### config.mk
export PLATFORM = sky130hd
export DESIGN_NAME = ram_fifo_ctrl
export DESIGN_NICKNAME = d
export VERILOG_FILES = /design/src/rtl/ram_fifo_ctrl.sv
export SDC_FILE = /design/constraint.sdc
export NUM_CORES = 1
export LEC_CHECK = 0
export CAP_MARGIN = 10
export CORE_MARGIN = 4
export CORE_UTILIZATION = 30
export DETAILED_ROUTE_END_ITERATION = 8
export PLACE_DENSITY = 0.52
export SLEW_MARGIN = 0
export SYNTH_ARGS = -nofsm -noshare
export SYNTH_HDL_FRONTEND = slang
export SYNTH_SLANG_ARGS = --single-unit
### constraint.sdc
create_clock -name clk -period 2.49 [get_ports clk]
set_clock_uncertainty 0.15 [all_clocks]
set_input_delay 0.3735 -clock clk [delete_from_list [all_inputs] [get_ports clk]]
set_output_delay 0.3735 -clock clk [all_outputs]
set_load 0.05 [all_outputs]
### src/rtl/ram_fifo_ctrl.sv
// FIFO controller for an external 32x4 dual-port RAM with registered read data.
// Owns pointers, occupancy and flags; all data storage lives in the RAM.
module ram_fifo_ctrl #(
  parameter int unsigned AF_LEVEL = 28,
  parameter int unsigned AE_LEVEL = 4
) (
  input  logic       clk,
  input  logic       rst_n,
  input  logic       clr,
  input  logic       push,
  input  logic [3:0] push_data,
  input  logic       pop,
  output logic [3:0] pop_data,
  output logic       pop_valid,
  output logic       full,
  output logic       empty,
  output logic       almost_full,
  output logic       almost_empty,
  output logic [5:0] count,
  output logic       overflow,
  output logic       underflow,
  output logic       ram_we,
  output logic [4:0] ram_a,
  output logic [3:0] ram_di,
  output logic [4:0] ram_dpra,
  input  logic [3:0] ram_dpo
);

  localparam logic [5:0] DEPTH  = 6'd32;
  localparam logic [5:0] AF_LVL = 6'(AF_LEVEL);
  localparam logic [5:0] AE_LVL = 6'(AE_LEVEL);

  logic [4:0] wr_ptr_q, wr_ptr_d;
  logic [4:0] rd_ptr_q, rd_ptr_d;
  logic [5:0] count_q, count_d;
  logic       empty_q, empty_d;
  logic       full_q, full_d;
  logic       almost_empty_q, almost_empty_d;
  logic       almost_full_q, almost_full_d;
  logic       pop_valid_q, pop_valid_d;
  logic       overflow_q, overflow_d;
  logic       underflow_q, underflow_d;
  logic       push_acc, pop_acc;

  always_comb begin
    // A pop frees a slot in the same cycle, so a full FIFO still accepts a paired push.
    pop_acc  = pop & rst_n & ~clr & ~empty_q;
    push_acc = push & rst_n & ~clr & (~full_q | pop_acc);

    wr_ptr_d    = wr_ptr_q;
    rd_ptr_d    = rd_ptr_q;
    count_d     = count_q;
    pop_valid_d = pop_acc;
    overflow_d  = overflow_q;
    underflow_d = underflow_q;

    if (clr) begin
      wr_ptr_d = 5'd0;
      rd_ptr_d = 5'd0;
      count_d  = 6'd0;
    end else begin
      if (push_acc) wr_ptr_d = wr_ptr_q + 5'd1;
      if (pop_acc)  rd_ptr_d = rd_ptr_q + 5'd1;
      if (push_acc && !pop_acc)      count_d = count_q + 6'd1;
      else if (pop_acc && !push_acc) count_d = count_q - 6'd1;
      overflow_d  = overflow_q | (push & full_q & ~pop_acc);
      underflow_d = underflow_q | (pop & empty_q);
    end

    empty_d        = (count_d == 6'd0);
    full_d         = (count_d == DEPTH);
    almost_empty_d = (count_d <= AE_LVL);
    almost_full_d  = (count_d >= AF_LVL);
  end

  always_ff @(posedge clk) begin
    if (!rst_n) begin
      wr_ptr_q       <= 5'd0;
      rd_ptr_q       <= 5'd0;
      count_q        <= 6'd0;
      empty_q        <= 1'b1;
      full_q         <= 1'b0;
      almost_empty_q <= 1'b1;
      almost_full_q  <= 1'b0;
      pop_valid_q    <= 1'b0;
      overflow_q     <= 1'b0;
      underflow_q    <= 1'b0;
    end else begin
      wr_ptr_q       <= wr_ptr_d;
      rd_ptr_q       <= rd_ptr_d;
      count_q        <= count_d;
      empty_q        <= empty_d;
      full_q         <= full_d;
      almost_empty_q <= almost_empty_d;
      almost_full_q  <= almost_full_d;
      pop_valid_q    <= pop_valid_d;
      overflow_q     <= overflow_d;
      underflow_q    <= underflow_d;
    end
  end

  assign ram_we       = push_acc;
  assign ram_a        = wr_ptr_q;
  assign ram_di       = push_data;
  assign ram_dpra     = rd_ptr_q;
  // RAM output register already aligns with pop_valid_q; no local data flop.
  assign pop_data     = ram_dpo;
  assign pop_valid    = pop_valid_q;
  assign full         = full_q;
  assign empty        = empty_q;
  assign almost_full  = almost_full_q;
  assign almost_empty = almost_empty_q;
  assign count        = count_q;
  assign overflow     = overflow_q;
  assign underflow    = underflow_q;

endmodule

==> results of run 1 <==
[sequential cells by signal, indices dropped and copies added, names as in the netlist]
| signal | count |
|---|---|
| count | 6 |
| ram_a | 5 |
| ram_dpra | 5 |
| almost_empty | 1 |
| almost_full | 1 |
| empty | 1 |
| full | 1 |
| overflow | 1 |
| pop_valid | 1 |
| underflow | 1 |
[logic make-up after synthesis]
group           count (synthesis)  synth area share (%)
simple gates                   67                  31.3
flops                          23                  33.0
fa+ha+maj                       4                  3.59
xor+xnor                       13                  8.17
compound gates                 19                  11.9
mux                             3                  3.05
buf+inv                        19                  8.89
[per-stage QoR]
step                      hold slack, ns  instance area [µm²]  setup TNS (ns)  setup slack, ns
final                              0.320                 1770               0            0.256
after CTS                          0.327                 1770               0            0.253
after detailed placement           0.305                 1720         -0.0281          -0.0281
after floorplan                    0.416                 1390               0            0.249
after global routing               0.370                 1770               0            0.107
after global placement             0.310                 1720               0           0.0241
[path summary, 6_finish.rpt]
kind | cells after the start | endpoint | from
max | 1 | count[3] | count[3]$_SDFF_PN0_
min reg2reg | 1 | overflow$_SDFFE_PN0N_ | overflow$_SDFFE_PN0N_
min | 1 | overflow$_SDFFE_PN0N_ | overflow$_SDFFE_PN0N_
max reg2reg | 6 | almost_empty$_SDFF_PN1_ | count[1]$_SDFF_PN0_
[power by group through the flow]
stage	logic, µW	registers (µW)	clock network, µW
after floorplan	75.7	393	0
final	80.2	374	234
after global placement	79.0	383	0
after global routing	85.4	375	267
after detailed placement	79.7	383	0
after CTS	80.2	374	251
[Yosys cell counts, types with 2 or more instances]
| cell type | n | share of area [%] |
|---|---|---|
| sky130_fd_sc_hd__nand4_1 | 6 | 2.7 |
| sky130_fd_sc_hd__xor2_1 | 9 | 5.7 |
| sky130_fd_sc_hd__nor4_1 | 2 | 0.90 |
| sky130_fd_sc_hd__buf_2 | 3 | 1.1 |
| sky130_fd_sc_hd__and2_1 | 2 | 0.90 |
| sky130_fd_sc_hd__nor4b_2 | 2 | 2.2 |
| sky130_fd_sc_hd__o21a_1 | 3 | 1.6 |
| sky130_fd_sc_hd__nor3_1 | 6 | 2.2 |
| sky130_fd_sc_hd__buf_4 | 9 | 4.8 |
| sky130_fd_sc_hd__ha_1 | 4 | 3.6 |
| sky130_fd_sc_hd__dfxtp_1 | 23 | 33 |
| sky130_fd_sc_hd__nor2b_1 | 3 | 1.3 |
| sky130_fd_sc_hd__inv_1 | 4 | 1.1 |
| sky130_fd_sc_hd__buf_6 | 2 | 1.6 |
| sky130_fd_sc_hd__nor2_1 | 17 | 4.6 |
| sky130_fd_sc_hd__nand2b_1 | 3 | 1.3 |
| sky130_fd_sc_hd__xnor2_1 | 4 | 2.5 |
| sky130_fd_sc_hd__nand2_1 | 12 | 3.2 |
| sky130_fd_sc_hd__nand3_1 | 4 | 1.4 |
| sky130_fd_sc_hd__mux2i_1 | 2 | 1.4 |
| sky130_fd_sc_hd__a21oi_1 | 3 | 1.1 |
[layout make-up]
type	instances	area, µm²
clock buffers	3	41.3
clock inverters	1	5.00
fillers	456	2650
inverters	4	15.0
multi-input cells	106	810
flip-flops and latches	23	460
well taps	52	65.1
repair buffers	39	373
[metal layers]
layer | global-route usage (%) | vias up
li1 | - | 562
met1 | 14.1 | 518
met2 | 17.1 | 35
met3 | 4.73 | 2
met4 | 1.40 | 0
met5 | 0 | -
==> run summary, run 1 <==
- **total power after layout** 688 µW
- **Ant. Diodes** 0
- **final-stage net count** 194
- **Synth warnings** 0
- **worst-case clock buffer depth** 2
- **number of maximum-capacitance constraint violations** 0
- **NetSw** 172 µW
- **clock tree root driver cell** sky130_fd_sc_hd__clkbuf_8
- **setup slack of the worst register-to-register path** 0.38 ns
- **number of instances resized during post-cts repair** 0
- **portion of total power attributed to sequential cells** 54.4%
- **height of the die** 76.2 µm
- **cell leakage power** 0.000657 µW
- **number of sinks driven by the clock tree** 23
- **path type of the worst min-delay path** flip-flop to flip-flop
- **most used flip-flop cell after synthesis** sky130_fd_sc_hd__dfxtp_1
- **number of placed cells counting well taps** 224
- **total buffers and inverters traversed by the critical path** 1
- **list of cells traversed by the critical path** clkdlybuf4s50_1
- **switching power share of the total** 25.0%
- **Tmin final** 2.23 ns
- **post-DR wirelength/cell** 13.5 µm
- **post-route DRC violation count** 0
- **synthesized area divided by synthesized cell count** 9.42 µm²
- **Core Area** 4410 µm²
- **flop and latch count out of synthesis** 23
- **share of total power in the clock network** 34.0%
- **number of endpoints failing setup at the final stage** 0
- **highest fanout seen on the critical path** 10
- **critical path launch point type** flip-flop
- **1st-iter DRT viols** 42
- **normalized max-slew margin** 66.1%
- **leading cell types in the layout, fill and taps excluded** 27 x sky130_fd_sc_hd__clkdlybuf4s50_1, 23 x sky130_fd_sc_hd__dfxtp_1, 17 x sky130_fd_sc_hd__nor2_1
- **category of the most critical setup path** flip-flop to output port
- **routed wl met2** 1.39 mm
- **via count of the first global-routing pass** 1,120
- **synthesized instance count** 148
- **number of routed nets with antenna violations** 0
- **area grow syn2layout** 26.9%
- **leftover overflow at the end of global routing** 0
- **antenna violations before repair** 0
- **delay-heaviest family, CP** buffers and inverters
- **H-tree levels** 1
- **peak per-stage delay on the critical path** 0.88 ns
- **Placer Congestion** 0.846
- **first-pass GRT wire length** 5.35 mm
- **clock latency on the worst-skew pair** 0.26 ns
- **top layer reached by signal wires** met4
- **async set-reset flop share out of synthesis** 0%
- **maximum clock frequency** 448 MHz
- **cell at the slowest stage of the critical path** sky130_fd_sc_hd__clkdlybuf4s50_1
- **combined global-route utilization of all metal layers** 10.9%
- **CTS buffer count** 3
- **number of buffers inserted by post-CTS setup repair** 0
- **Post-synth EDFFs** 0
- **Worst Setup End Kind** output port
- **post-synthesis sequential area ratio** 33.0%
- **Required @ worst endpoint** 1.97 ns
- **Final Hold Vio Count** 0
- **Die Outline Area** 5800 µm²
- **Worst-Margin Slew** 0.507 ns
- **most common library cell in the layout ignoring fill and taps** sky130_fd_sc_hd__clkdlybuf4s50_1
- **starting utilization of the core area** 31.6%
- **synthesized net count** 165
- **TritonCTS clock tree** yes
- **final cycle utilization of the critical path** 89.7%
- **wire length after detailed routing** 3.09 mm
- **Met3 Wirelength** 250 µm
- **arrival time at the worst endpoint** 1.71 ns
- **result of the run** finished, final reports clean
- **unrepaired setup endpoints after global routing** no
- **num ports** 45
- **share of post-route cells with drive strength above 1** 18.8%
- **Pwr Density** 389 nW/µm²
- **routed vias/inst** 4.90
- **count of input and output buffers** 28
- **x dimension of the die** 76.2 µm
- **cell area after synthesis** 1390 µm²
- **share of the core filled with cells** 40.1%
- **routed metal-1 wirelength** 1.44 mm
- **number of optimization iterations in the first detailed-route pass** 4
- **largest net degree at the start of global routing** 14
- **number of placement rows** 24
- **dpl hpwl** 2.40 mm
- **clock transition at the register clock pins on the worst setup and hold paths after CTS** 0.09 ns
- **library cells used by synthesis** 46
- **non-filler instance count after layout** 228
- **Internal Power** 516 µW
- **maximum VDD drop** 0.000232 V
- **portion of total power attributed to combinational logic** 11.6%
- **quantity of hold-fixing buffers added after cts** 0
- **overall via count from detail_route** 1,117
- **number of slew-limit violations in the final report** 0
Note: power is estimated with default switching activity, not from simulation.
==> run 2, diff against run 1 <==
--- a/config.mk
+++ b/config.mk
@@ -7,9 +7,9 @@
 export LEC_CHECK = 0
 export CAP_MARGIN = 10
 export CORE_MARGIN = 4
-export CORE_UTILIZATION = 30
+export CORE_UTILIZATION = 25
 export DETAILED_ROUTE_END_ITERATION = 8
-export PLACE_DENSITY = 0.52
+export PLACE_DENSITY = 0.45
 export SLEW_MARGIN = 0
 export SYNTH_ARGS = -nofsm -noshare
 export SYNTH_HDL_FRONTEND = slang
==> run summary, run 2 (synthesized netlist as in run 1, its figures left out) <==
- **crit path from** count[2]$_SDFF_PN0_
- **endpoint of the worst setup timing path** count[2]
- **share of post-route cells with drive strength above 1** 20.1%
- **most common library cell in the layout ignoring fill and taps** sky130_fd_sc_hd__clkdlybuf4s50_1
- **count of input and output buffers** 28
- **number of placement rows** 26
- **critical path launch point type** flip-flop
- **Internal Power** 519 µW
- **1st-iter DRT viols** 37
- **cell leakage power** 0.000673 µW
- **Reg2Reg Depth** 5
- **combined global-route utilization of all metal layers** 10.2%
- **Ant. Diodes** 0
- **hold path cells** 1
- **post-route DRC violation count** 0
- **cell at the slowest stage of the critical path** sky130_fd_sc_hd__clkdlybuf4s50_1
- **smallest setup slack after layout** 0.152 ns
- **final-stage net count** 197
- **final-layout worst hold slack** 0.319 ns
- **portion of total power attributed to sequential cells** 54.0%
- **clock tree root driver cell** sky130_fd_sc_hd__clkbuf_8
- **Required @ worst endpoint** 1.97 ns
- **Pwr Density** 382 nW/µm²
- **Die Outline Area** 6830 µm²
- **unrepaired setup endpoints after global routing** no
- **number of routed nets with antenna violations** 0
- **num ports** 45
- **total buffers and inverters traversed by the critical path** 1
- **first-pass GRT wire length** 5.29 mm
- **post-DR wirelength/cell** 12.9 µm
- **wire length after detailed routing** 3.21 mm
- **starting utilization of the core area** 26.4%
- **H-tree levels** 1
- **portion of total power attributed to combinational logic** 12.0%
- **category of the most critical setup path** flip-flop to output port
- **share of total power in the clock network** 34.0%
- **Core Area** 5270 µm²
- **Worst-Margin Slew** 0.506 ns
- **Final Hold Vio Count** 0
- **area grow syn2layout** 30.2%
- **path type of the worst min-delay path** flip-flop to flip-flop
- **number of optimization iterations in the first detailed-route pass** 4
- **number of sinks driven by the clock tree** 23
- **peak per-stage delay on the critical path** 0.90 ns
- **leftover overflow at the end of global routing** 0
- **largest net degree at the start of global routing** 14
- **CTS buffer count** 3
- **number of endpoints failing setup at the final stage** 0
- **maximum clock frequency** 428 MHz
- **antenna violations before repair** 0
- **number of maximum-capacitance constraint violations** 0
- **final cycle utilization of the critical path** 93.9%
- **worst setup timing slack at the placement stage** -0.0753 ns
- **via count of the first global-routing pass** 1,068
- **number of instances resized during post-cts repair** 0
- **routed vias/inst** 4.63
- **Filler Cell Count** 544
- **Placer Congestion** 0.840
- **number of slew-limit violations in the final report** 0
- **height of the die** 82.7 µm
- **worst-case clock buffer depth** 2
- **switching power share of the total** 25.1%
- **delay-heaviest family, CP** buffers and inverters
- **normalized max-slew margin** 66.3%
- **TritonCTS clock tree** yes
- **x dimension of the die** 82.7 µm
- **dpl hpwl** 2.44 mm
- **Tmin final** 2.34 ns
- **result of the run** finished, final reports clean
- **clock transition at the register clock pins on the worst setup and hold paths after CTS** 0.08 ns
- **arrival time at the worst endpoint** 1.81 ns
- **maximum VDD drop** 0.000217 V
- **flip-flop count of the largest register, all copies and words added** 6
- **number of buffers inserted by post-CTS setup repair** 0
- **leading cell types in the layout, fill and taps excluded** 27 x sky130_fd_sc_hd__clkdlybuf4s50_1, 23 x sky130_fd_sc_hd__dfxtp_1, 17 x sky130_fd_sc_hd__nor2_1
- **Reg-to-Reg Start** count[2]$_SDFF_PN0_
- **overall via count from detail_route** 1,154
- **setup slack of the worst register-to-register path** 0.45 ns
- **highest fanout seen on the critical path** 12
- **clock latency on the worst-skew pair** 0.27 ns
- **number of cells on the critical path** 1
- **NetSw** 174 µW
- **quantity of hold-fixing buffers added after cts** 0
- **Worst Setup End Kind** output port
- **list of cells traversed by the critical path** clkdlybuf4s50_1
- **R2R Path End** empty$_SDFF_PN1_
- **setup TNS** 0 ns
run 2: cell types whose count changed in the layout (fill, tap and decap cells not counted):
cell                    change
sky130_fd_sc_hd__buf_4      +3
run 2: worst min-delay path by stage:
stage	from	to	slack, ns
after floorplan	rst_n	empty$_SDFF_PN1_	0.42
after global placement	overflow$_SDFFE_PN0N_	overflow$_SDFFE_PN0N_	0.31
after detailed placement	overflow$_SDFFE_PN0N_	overflow$_SDFFE_PN0N_	0.30
after CTS	overflow$_SDFFE_PN0N_	overflow$_SDFFE_PN0N_	0.33
after global routing	underflow$_SDFFE_PN0N_	underflow$_SDFFE_PN0N_	0.35
final	overflow$_SDFFE_PN0N_	overflow$_SDFFE_PN0N_	0.32
run 2: layout make-up:
class | count | area, µm² | area share (%)
repair buffers | 42 | 395 | 21.8
clock buffers | 3 | 41.3 | 2.28
inverters | 4 | 15.0 | 0.828
well taps | 70 | 87.6 | 4.83
flip-flops and latches | 23 | 460 | 25.4
clock inverters | 1 | 5.00 | 0.276
multi-input cells | 106 | 810 | 44.6
run 2: power by group through the flow:
| stage | sequential (µW) | combinational [µW] | clock (µW) |
|---|---|---|---|
| CTS | 374 | 83.6 | 253 |
| finish | 374 | 83.1 | 235 |
| global placement | 383 | 82.8 | 0 |
| detailed placement | 383 | 83.3 | 0 |
| floorplan | 393 | 75.7 | 0 |
| global route | 375 | 89.1 | 264 |
run 2: through the flow:
step                      util [%]  total power, µW  instance area (µm²)  cells
after CTS                     34.4              710                 1810    249
after global placement        33.5              465                 1770    245
after global routing          34.4              727                 1810    249
after floorplan                  -              469                 1390    148
after detailed placement      33.5              466                 1770    245
final                         34.4              692                 1810    249
run 2: layer usage:
| metal | GRT usage [%] | up-vias | share of wire [%] | routed length [µm] |
|---|---|---|---|---|
| li1 | - | 574 | - | - |
| met1 | 13.8 | 529 | 50 | 1600 |
| met2 | 15.5 | 47 | 42 | 1360 |
| met3 | 3.15 | 4 | 6.9 | 222 |
| met4 | 2.94 | 0 | 0.97 | 31 |
| met5 | 0 | - | 0 | 0 |
==> run 3, diff against run 2 <==
--- a/config.mk
+++ b/config.mk
@@ -6,8 +6,10 @@
 export NUM_CORES = 1
 export LEC_CHECK = 0
 export CAP_MARGIN = 10
+export CORE_ASPECT_RATIO = 2
 export CORE_MARGIN = 4
 export CORE_UTILIZATION = 25
+export CTS_CLUSTER_DIAMETER = 200
 export DETAILED_ROUTE_END_ITERATION = 8
 export PLACE_DENSITY = 0.45
 export SLEW_MARGIN = 0
==> run summary, run 3 (synthesized netlist as in run 1, its figures left out) <==
- **x dimension of the die** 60.8 µm
- **critical path launch point type** flip-flop
- **number of routed nets with antenna violations** 0
- **Internal Power** 521 µW
- **TritonCTS clock tree** yes
- **category of the most critical setup path** flip-flop to output port
- **clock tree root driver cell** sky130_fd_sc_hd__clkbuf_8
- **share of the core filled with cells** 33.2%
- **portion of total power attributed to sequential cells** 53.9%
- **share of post-route cells with drive strength above 1** 19.6%
- **arrival time at the worst endpoint** 1.80 ns
- **number of endpoints failing setup at the final stage** 0
- **Filler Cell Count** 588
- **switching power share of the total** 24.9%
- **H-tree levels** 1
- **number of instances resized during post-cts repair** 0
- **Pwr Density** 385 nW/µm²
- **combined global-route utilization of all metal layers** 11.2%
- **clock latency on the worst-skew pair** 0.27 ns
- **maximum VDD drop** 0.000263 V
- **num ports** 45
- **number of maximum-capacitance constraint violations** 0
- **Tmin final** 2.32 ns
- **via count of the first global-routing pass** 1,250
- **Die Outline Area** 6910 µm²
- **number of placed cells counting well taps** 235
- **wire length after detailed routing** 3.46 mm
- **path type of the worst min-delay path** flip-flop to flip-flop
- **normalized max-slew margin** 66.2%
- **1st-iter DRT viols** 35
- **NetSw** 173 µW
- **Final Hold Vio Count** 0
- **starting utilization of the core area** 25.7%
- **dpl hpwl** 2.86 mm
- **Ant. Diodes** 0
- **clock transition at the register clock pins on the worst setup and hold paths after CTS** 0.08 ns
- **number of buffers inserted by post-CTS setup repair** 0
- **flip-flop count of the largest register, all copies and words added** 6
- **cell at the slowest stage of the critical path** sky130_fd_sc_hd__clkdlybuf4s50_1
- **number of placement rows** 38
- **non-filler instance count after layout** 239
- **setup slack of the worst register-to-register path** 0.41 ns
- **leading cell types in the layout, fill and taps excluded** 27 x sky130_fd_sc_hd__clkdlybuf4s50_1, 23 x sky130_fd_sc_hd__dfxtp_1, 17 x sky130_fd_sc_hd__nor2_1
- **setup TNS** 0 ns
- **overall via count from detail_route** 1,155
- **quantity of hold-fixing buffers added after cts** 0
- **Required @ worst endpoint** 1.97 ns
- **CTS buffer count** 3
- **maximum clock frequency** 431 MHz
- **number of sinks driven by the clock tree** 23
- **worst-case clock buffer depth** 2
- **most common library cell in the layout ignoring fill and taps** sky130_fd_sc_hd__clkdlybuf4s50_1
- **area grow syn2layout** 29.2%
- **final-stage net count** 197
- **count of input and output buffers** 28
- **first-pass GRT wire length** 5.90 mm
- **beginning of the worst hold path** underflow$_SDFFE_PN0N_
- **number of optimization iterations in the first detailed-route pass** 4
- **delay-heaviest family, CP** buffers and inverters
- **unrepaired setup endpoints after global routing** no
- **Core Area** 5420 µm²
- **share of total power in the clock network** 34.2%
- **Worst Setup End Kind** output port
- **Worst-Margin Slew** 0.506 ns
- **Reg-to-Reg Start** count[2]$_SDFF_PN0_
- **final cycle utilization of the critical path** 93.1%
- **number of slew-limit violations in the final report** 0
- **cell leakage power** 0.000669 µW
- **routed vias/inst** 4.83
- **peak per-stage delay on the critical path** 0.90 ns
- **highest fanout seen on the critical path** 12
- **portion of total power attributed to combinational logic** 11.8%
- **post-DR wirelength/cell** 14.5 µm
- **largest net degree at the start of global routing** 14
- **leftover overflow at the end of global routing** 0
- **antenna violations before repair** 0
- **result of the run** finished, final reports clean
- **crit path from** count[2]$_SDFF_PN0_
- **Placer Congestion** 0.756
- **post-route DRC violation count** 0
- **total buffers and inverters traversed by the critical path** 1
- **list of cells traversed by the critical path** clkdlybuf4s50_1
- **height of the die** 114 µm
==> run 3: worst paths after layout <==
kind / endpoint / cells past startpoint
max: count[2] / 1
min: underflow$_SDFFE_PN0N_ / 1
max reg2reg: empty$_SDFF_PN1_ / 5
min reg2reg: underflow$_SDFFE_PN0N_ / 1
==> run 3: metal layers <==
metal	GRT usage (%)	share of wire (%)	vias to the layer above
met1	11.3	36	531
met4	8.10	6.4	0
met3	2.15	4.8	15
met2	19.3	53	34
li1	-	-	575
met5	0	0	-
==> run 3: layout make-up <==
class	instances	area, µm²	share of cell area, %
Tap cell	60	75.1	4.17
Clock buffer	4	45.0	2.50
Multi-Input combinational cell	106	810	45.0
Inverter	4	15.0	0.834
Timing Repair Buffer	42	395	22.0
Sequential cell	23	460	25.6
==> run 3: per-stage QoR <==
step                hold WS (ns)  setup slack [ns]  power (µW)  area, µm²
floorplan                  0.416             0.249         469       1390
global placement           0.296           -0.0829         466       1760
detailed placement         0.308           -0.0468         466       1760
CTS                        0.325             0.147         710       1800
global route               0.340             0.106         726       1800
finish                     0.321             0.171         693       1800
==> run 3: power by group through the flow <==
stage | clock network, µW | logic (µW) | registers [µW]
after detailed placement | 0 | 83.2 | 383
after floorplan | 0 | 75.7 | 393
after global routing | 263 | 88.1 | 375
final | 238 | 81.9 | 374
after CTS | 252 | 83.8 | 374
after global placement | 0 | 82.6 | 383
